**src/rtl/sram_arb_pkg.sv**
```systemverilog
// sram_arb_pkg: shared FSM state, owner encoding and default access length for sram_port_arbiter
package sram_arb_pkg;
   typedef enum logic [1:0] {IDLE, ACCESS, DONE} state_t;
   typedef enum logic {OWN_IF = 1'b0, OWN_D = 1'b1} owner_t;
   localparam int ACCESS_CYCLES_DEF = 2;
endpackage

```
**src/rtl/sram_arb_pick.sv**
```systemverilog
// sram_arb_pick: grant selector; fixed D-over-IF, or round-robin on contention when SRAM_ARB_RR_EN is defined
module sram_arb_pick
   import sram_arb_pkg::*;
(
   input  logic   if_req,
   input  logic   d_req,
`ifdef SRAM_ARB_RR_EN
   input  owner_t last,
`endif
   output owner_t owner
);
`ifdef SRAM_ARB_RR_EN
   assign owner = (if_req & d_req) ? ((last == OWN_IF) ? OWN_D : OWN_IF) : (d_req ? OWN_D : OWN_IF);
`else
   assign owner = (d_req | ~if_req) ? OWN_D : OWN_IF;
`endif
endmodule

```
**src/rtl/sram_port_arbiter.sv**
```systemverilog
// sram_port_arbiter: shares one single-port sram between IF and D with fixed-length registered accesses
// Optional round-robin on contention via macro SRAM_ARB_RR_EN.
module sram_port_arbiter
   import sram_arb_pkg::*;
#(
   parameter int ACCESS_CYCLES = ACCESS_CYCLES_DEF,
   parameter int ADDR_W = 32,
   parameter int DATA_W = 32
) (
   input  logic              clk,
   input  logic              reset,
   input  logic              if_req,
   input  logic [ADDR_W-1:0] if_addr,
   output logic [DATA_W-1:0] if_rdata,
   output logic              if_ack,
   input  logic              d_req,
   input  logic              d_we,
   input  logic [ADDR_W-1:0] d_addr,
   input  logic [DATA_W-1:0] d_wdata,
   output logic [DATA_W-1:0] d_rdata,
   output logic              d_ack,
   output logic              busy,
   output logic              mem_cs,
   output logic              mem_oe,
   output logic              mem_we,
   output logic [ADDR_W-1:0] mem_addr,
   output logic [DATA_W-1:0] mem_din,
   input  logic [DATA_W-1:0] mem_dout
);
   localparam int CW = (ACCESS_CYCLES > 1) ? $clog2(ACCESS_CYCLES) : 1;
   state_t state, state_n;
   owner_t own, own_n, pick;
   logic [CW-1:0] cnt, cnt_n;
   logic cs_n, oe_n, we_n, if_ack_n, d_ack_n;
   logic [ADDR_W-1:0] addr_n;
   logic [DATA_W-1:0] din_n, if_rdata_n, d_rdata_n;
`ifdef SRAM_ARB_RR_EN
   owner_t last, last_n;
   sram_arb_pick u_pick (.if_req(if_req), .d_req(d_req), .last(last), .owner(pick));
`else
   sram_arb_pick u_pick (.if_req(if_req), .d_req(d_req), .owner(pick));
`endif

   always_comb begin
      state_n = state;
      own_n = own;
      cnt_n = cnt;
      cs_n = mem_cs;
      oe_n = mem_oe;
      we_n = mem_we;
      addr_n = mem_addr;
      din_n = mem_din;
      if_rdata_n = if_rdata;
      d_rdata_n = d_rdata;
      if_ack_n = 1'b0;
      d_ack_n = 1'b0;
`ifdef SRAM_ARB_RR_EN
      last_n = last;
`endif
      case (state)
         IDLE: if (if_req | d_req) begin
            state_n = ACCESS;
            own_n = pick;
            cnt_n = CW'(ACCESS_CYCLES - 1);
            cs_n = 1'b1;
            we_n = (pick == OWN_D) & d_we;
            oe_n = ~we_n;
            addr_n = (pick == OWN_D) ? d_addr : if_addr;
            din_n = (pick == OWN_D) ? d_wdata : mem_din;
`ifdef SRAM_ARB_RR_EN
            last_n = pick;
`endif
         end
         ACCESS: if (cnt == '0) begin
            // read data is sampled on the same edge that releases the sram
            state_n = DONE;
            cs_n = 1'b0;
            oe_n = 1'b0;
            we_n = 1'b0;
            if_rdata_n = (own == OWN_IF) ? mem_dout : if_rdata;
            d_rdata_n = (own == OWN_D && !mem_we) ? mem_dout : d_rdata;
            if_ack_n = (own == OWN_IF);
            d_ack_n = (own == OWN_D);
         end else begin
            cnt_n = cnt - CW'(1);
         end
         default: state_n = IDLE;
      endcase
   end

   always_ff @(posedge clk) begin
      if (reset) begin
         state <= IDLE;
         own <= OWN_IF;
         cnt <= '0;
         mem_cs <= 1'b0;
         mem_oe <= 1'b0;
         mem_we <= 1'b0;
         mem_addr <= '0;
         mem_din <= '0;
         if_rdata <= '0;
         d_rdata <= '0;
         if_ack <= 1'b0;
         d_ack <= 1'b0;
         busy <= 1'b0;
      end else begin
         state <= state_n;
         own <= own_n;
         cnt <= cnt_n;
         mem_cs <= cs_n;
         mem_oe <= oe_n;
         mem_we <= we_n;
         mem_addr <= addr_n;
         mem_din <= din_n;
         if_rdata <= if_rdata_n;
         d_rdata <= d_rdata_n;
         if_ack <= if_ack_n;
         d_ack <= d_ack_n;
         busy <= (state_n != IDLE);
      end
   end

`ifdef SRAM_ARB_RR_EN
   always_ff @(posedge clk) begin
      if (reset) last <= OWN_IF;
      else last <= last_n;
   end
`endif
endmodule

```
**config.mk**
```make
export PLATFORM = sky130hd
export DESIGN_NAME = sram_port_arbiter
export DESIGN_NICKNAME = d
export VERILOG_FILES = /design/src/rtl/sram_arb_pkg.sv /design/src/rtl/sram_arb_pick.sv /design/src/rtl/sram_port_arbiter.sv
export SDC_FILE = /design/constraint.sdc
export NUM_CORES = 1
export LEC_CHECK = 0
export CORE_ASPECT_RATIO = 1.75
export CORE_MARGIN = 10
export CORE_UTILIZATION = 45
export DETAILED_ROUTE_END_ITERATION = 10
export DONT_BUFFER_PORTS = 1
export GPL_ROUTABILITY_DRIVEN = 0
export HOLD_SLACK_MARGIN = 0.15
export SLEW_MARGIN = 15
export SYNTH_ARGS = -nofsm -noshare
export SYNTH_HDL_FRONTEND = slang
export SYNTH_HIERARCHICAL = 1
export SYNTH_SLANG_ARGS = --single-unit
export TNS_END_PERCENT = 5
```
**constraint.sdc**
```tcl
create_clock -name clk -period 4.2 [get_ports clk]
set_input_delay 0.63 -clock clk [delete_from_list [all_inputs] [get_ports clk]]
set_output_delay 0.63 -clock clk [all_outputs]
set_load 0.02 [all_outputs]
```
Yosys cells after proc, flatten, opt, wreduce, memory -nomap -nowiden
Index checks and enable logic that the tools add are counted.
{ "op_classes": {"add_sub_neg": 1, "muxes": 14, "n_bitwise": 8, "n_eq_ne": 3, "n_reduce_logical": 12} }
{ "op_table": {"columns": ["op", "count"], "rows": [
  ["2-to-1 mux 32 bit", 1],
  ["AND reduction 3 bit", 4],
  ["case mux 1 bit (2 select lines)", 4],
  ["2-to-1 mux 1 bit", 6],
  ["inverter 1 bit", 5],
  ["2-to-1 mux 2 bit", 2],
  ["!= test 2 bit (second input constant)", 2],
  ["case mux 2 bit (2 select lines)", 1],
  ["AND reduction 2 bit", 2],
  ["nonzero test 2 bit", 2],
  ["OR reduction 3 bit", 1],
  ["equality test 2 x 1 -> 1 bit (second input constant)", 1],
  ["zero test 2 bit", 1],
  ["OR 1 bit", 2],
  ["AND 1 bit", 1],
  ["logical AND 1 bit", 1],
  ["zero test 1 bit", 1],
  ["subtractor 1 bit (second input constant)", 1]
]} }
{ "totals": {"inputBits": 133, "output_inout_bits": 134, "wordCells": 51, "regBits": 138} }

Longest topological paths before layout
{ "depth": {"depth_word": 7, "depth_mapped": 6, "mapped_depth_nobuf": 4} }

Cells and area by module
The synthesis kept the hierarchy.
{ "by_module_without_submodules": {"columns": ["module", "cells_per_inst", "n_inst", "seq_area_each_um2", "area_each_um2"], "rows": [
  ["sram_port_arbiter", 605, 1, 2762.6, 5810.6],
  ["sram_arb_pick", 1, 1, 0.0, 6.3]
]} }

Worst setup path before layout
No wires, ideal clock.
{ "synth_path": {"path_kind": "input to register", "start": "input port d_req", "end": "register mem_din[10]", "setup_time_ns": 0.121, "stages": 6, "path_slack_ns": 2.488, "arrival_ns": 1.591, "path_buffers": 3, "path_cell_list": "or2_0 -> buf_2 -> and3_1 -> buf_2 -> buf_4 -> mux2i_1"} }
{ "synth_between": {"elab_chain_len": 3, "elab_cells_between_ends": 4} }
{ "synth_lines": {"columns": ["item", "line_no", "source"], "rows": [
  ["start: declaration", "sram_port_arbiter.sv:16", "input logic d_req,"],
  ["OR 1 bit", "sram_arb_pick.sv:15", "assign owner = (d_req | ~if_req) ? OWN_D : OWN_IF;"],
  ["2-to-1 mux 1 bit", "sram_arb_pick.sv:15", null],
  ["AND reduction 3 bit (no line) *", null, null],
  ["end signal: assignment", "sram_port_arbiter.sv:114", "mem_din <= din_n;"],
  ["end: declaration", "sram_port_arbiter.sv:27", "output logic [DATA_W-1:0] mem_din,"]
]} }
Mark *: on every way between the ends. The rest lies on a longest branch, timed or not.
A chain may end at the register's enable or synchronous reset.

Worst setup path after layout
{ "layout_path": {"start": "register state[0]", "end": "register d_rdata[15]"} }
{ "layout_between": {"elab_chain_len": 2} }
{ "layout_lines": {"columns": ["item", "line_no", "source"], "rows": [
  ["start: declaration", "sram_port_arbiter.sv:31", "state_t state, state_n;"],
  ["start signal: assignment", "sram_port_arbiter.sv:107", "state <= state_n;"],
  ["equality test 2 x 1 -> 1 bit", "sram_port_arbiter.sv:60", "case (state)"],
  ["AND reduction 3 bit (no line)", null, null],
  ["end signal: assignment", "sram_port_arbiter.sv:116", "d_rdata <= d_rdata_n;"],
  ["end: declaration", "sram_port_arbiter.sv:20", "output logic [DATA_W-1:0] d_rdata,"]
]} }
Every way passes these cells.

==> metrics.md <==
| Metric | Value |
|---|---|
| Syn_nets | `around 740` |
| Status | `finished, final reports clean` |
| Final Max Tran Viols | `0` |
| # fillers | `1196` |
| Post-CTS Setup Repair Bufs | `0` |
| Share of cells above drive strength 1 | `0.0776` |
| Setup Viol. Count Final | `0` |
| Yosys Warn Count | `6` |
| TritonCTS Sinks | `138` |
| # IOs | `267` |
| Largest cells by area after synthesis | `dfxtp_1 47%, mux2i_1 17%, nand2b_1 14%` |
| Count of cell types in the netlist | `29` |
| HPWL Detailed | `11400 um` |
| Total congestion overflow | `0` |
| Crit path kind | `register to register` |
| Die height | `170 um` |
| Synth area leader | `dfxtp_1` |
| Post-synth EDFFs | `0` |
| 1st-pass router iterations | `6` |
| Routed WL | `around 15000 um` |
| Yosys reg bits | `about 140` |
| Final period util | `0.543` |
| Drt wl/cell | `20.4 um` |
| Adder-Cell Fraction of Synth Area | `0` |
| Synthesized-area fraction occupied by and/or/nand/nor cells | `0.203` |
| CTS Hold Bufs | `0` |
| Final nets | `713` |
| RSZ-0062 raised after global routing | `no` |
| Worst slew margin | `0.334` |
| Clock slew at reported path FFs | `around 0.06 ns` |
| Largest net degree at the start of global routing | `202` |
| Cell area after synthesis | `about 0.0058 mm2` |
| Fmax | `about 0.44 GHz` |
| Worst-Margin Slew | `between 0.9 and 1 ns` |
| Area Growth Syn to Fin | `10.2%` |
| Chip width | `~110 um` |
| Final hold viol count | `0` |
| Power per standard cell area | `about 520 mW/mm2` |
| LEAKAGE | `around 2.4 nW` |
| TNS Setup | `0 ns` |
| Starting Density | `0.463` |
| FFs w/ async S/R, synth | `0` |
| Compound-Gate Fraction of Synth Area | `0.108` |
| Most common cell after layout, fill and taps aside | `dfxtp_1` |
| Crit path required time | `around 4.5 ns` |
| CTS tree | `done` |
| Avg Cell Area, Syn | `approximately 9.6 um2` |
| Clock Path Buffers | `2` |
| Fin util | `0.510` |
| Mux cell area share after synthesis | `0.165` |
| Post-synthesis sequential area ratio | `0.475` |
| Largest family of logic cells by synthesized area | `simple AND/OR/NAND/NOR gates` |
| Port Buffers | `0` |
| H-Tree Depth | `4` |
| N_diodes | `0` |
| Tot GR Track Use | `0.162` |
| Num rows | `54` |
| Vias in the first global route | `around 4200` |
| Ys flop type | `dfxtp_1` |
| CTS root buf | `clkbuf_16` |
| # Max-Cap Violations | `0` |
| Post-CTS sizing | `0` |
| Maximum vdd drop | `0.273 mV` |
| Synth Area in XOR/XNOR | `0` |
| First-pass GRT wire length | `23400 um` |
| Clock buffer count from CTS | `17` |
| Vias per inst | `5.36` |
| Post-route cell area | `roughly 0.0064 mm2` |
| Core Area | `approximately 0.013 mm2` |
| Placed cell area | `a little under 0.006 mm2` |
| Iter 0 DRT Violations | `between 150 and 200` |
| Most frequent cells in the layout | `138 x dfxtp_1, 128 x nand2b_1, 96 x mux2i_1` |
| Minimum clock period | `2.28 ns` |
| Crit path launch type | `register` |
| Area share of the largest cell type after synthesis | `0.475` |
| Via count of the routed design | `4082` |
| Min-delay worst type | `input port to register` |
| ANT nets after route | `0` |
| Worst-Skew Late Latency | `between 0.4 and 0.5 ns` |
| Crit end category | `register` |
| Initial antenna violation count | `0` |
| DR DRC count | `0` |
| DIE AREA | `between 0.015 and 0.02 mm2` |
| Post-Syn Instances | `606` |
| Max Fanout on Critical Path | `21` |
| Crit path DAT | `~2.6 ns` |
| Clock skew | `0.0100 ns` |
[cell usage after synthesis, types with 2 or more instances]
library cell / instances
buf_12: 3
clkbuf_1: 31
mux2i_1: 96
dfxtp_1: 138
o311ai_0: 2
buf_2: 12
nor2_1: 3
nand2b_1: 129
nand2_1: 68
buf_4: 5
a21oi_1: 70
a211oi_1: 32
[flip-flops by register name (all words and copies together) (netlist names), 2 cells and up]
register and cells:
d_rdata 32, if_rdata 32, mem_addr 32, state 2, mem_din 32
[kinds of logic after synthesis]
family                 after synthesis
AO/OA/AOI/OAI                      106
multiplexers                        96
AND/OR/NAND/NOR                    213
flip-flops                         138
buffers and inverters               53
[where the power goes]
group | switching, mW | internal (mW)
combinational | 0.158 | 0.146
sequential | 0.210 | 1.41
clock | 0.575 | 0.854
total | 0.943 | 2.41
[metrics by stage]
step / std cells / setup WS [ns] / total power, mW / hold slack (ns)
after floorplan: 606 / 2.49 / 1.90 / 0.481
after global placement: 728 / 1.72 / 1.95 / 0.517
after detailed placement: 728 / 1.67 / 1.96 / 0.535
after CTS: 760 / 1.85 / 3.41 / 0.280
after global routing: 761 / 1.76 / 3.50 / 0.267
final: 761 / 1.92 / 3.36 / 0.292
[final timing paths]
path	startpoint	endpoint	slack [ns]	cells after the start
setup / recovery	state[0]	d_rdata[15]	1.92	4
hold / removal	reset	if_rdata[27]	0.29	1
hold reg to reg	cnt	cnt	0.55	2
setup reg to reg	state[0]	d_rdata[15]	1.92	4
[area by class of cell]
cell class,count,area [um2],area share
flip-flops and latches,138,2760,0.431
clock buffers,21,460,0.0718
repair buffers,8,76.3,0.0119
clock inverters,11,111,0.0174
well taps,168,210,0.0328
multi-input cells,415,2790,0.435
[routing by layer]
metal,track usage,part of all wire,vias to the layer above
met5,0,0,-
met4,0.0550,0.0094,0
met3,0.0934,0.13,15
met2,0.285,0.51,198
met1,0.155,0.35,1869
li1,-,-,2000
[worst max-delay path: stages, from the launching register on]
cell     delay, ns
dfxtp_1       0.49
or3b_4        0.46
nor3b_4       0.74
buf_12        0.28
mux2i_1       0.21
No activity file was read; power rests on OpenSTA's default activity.
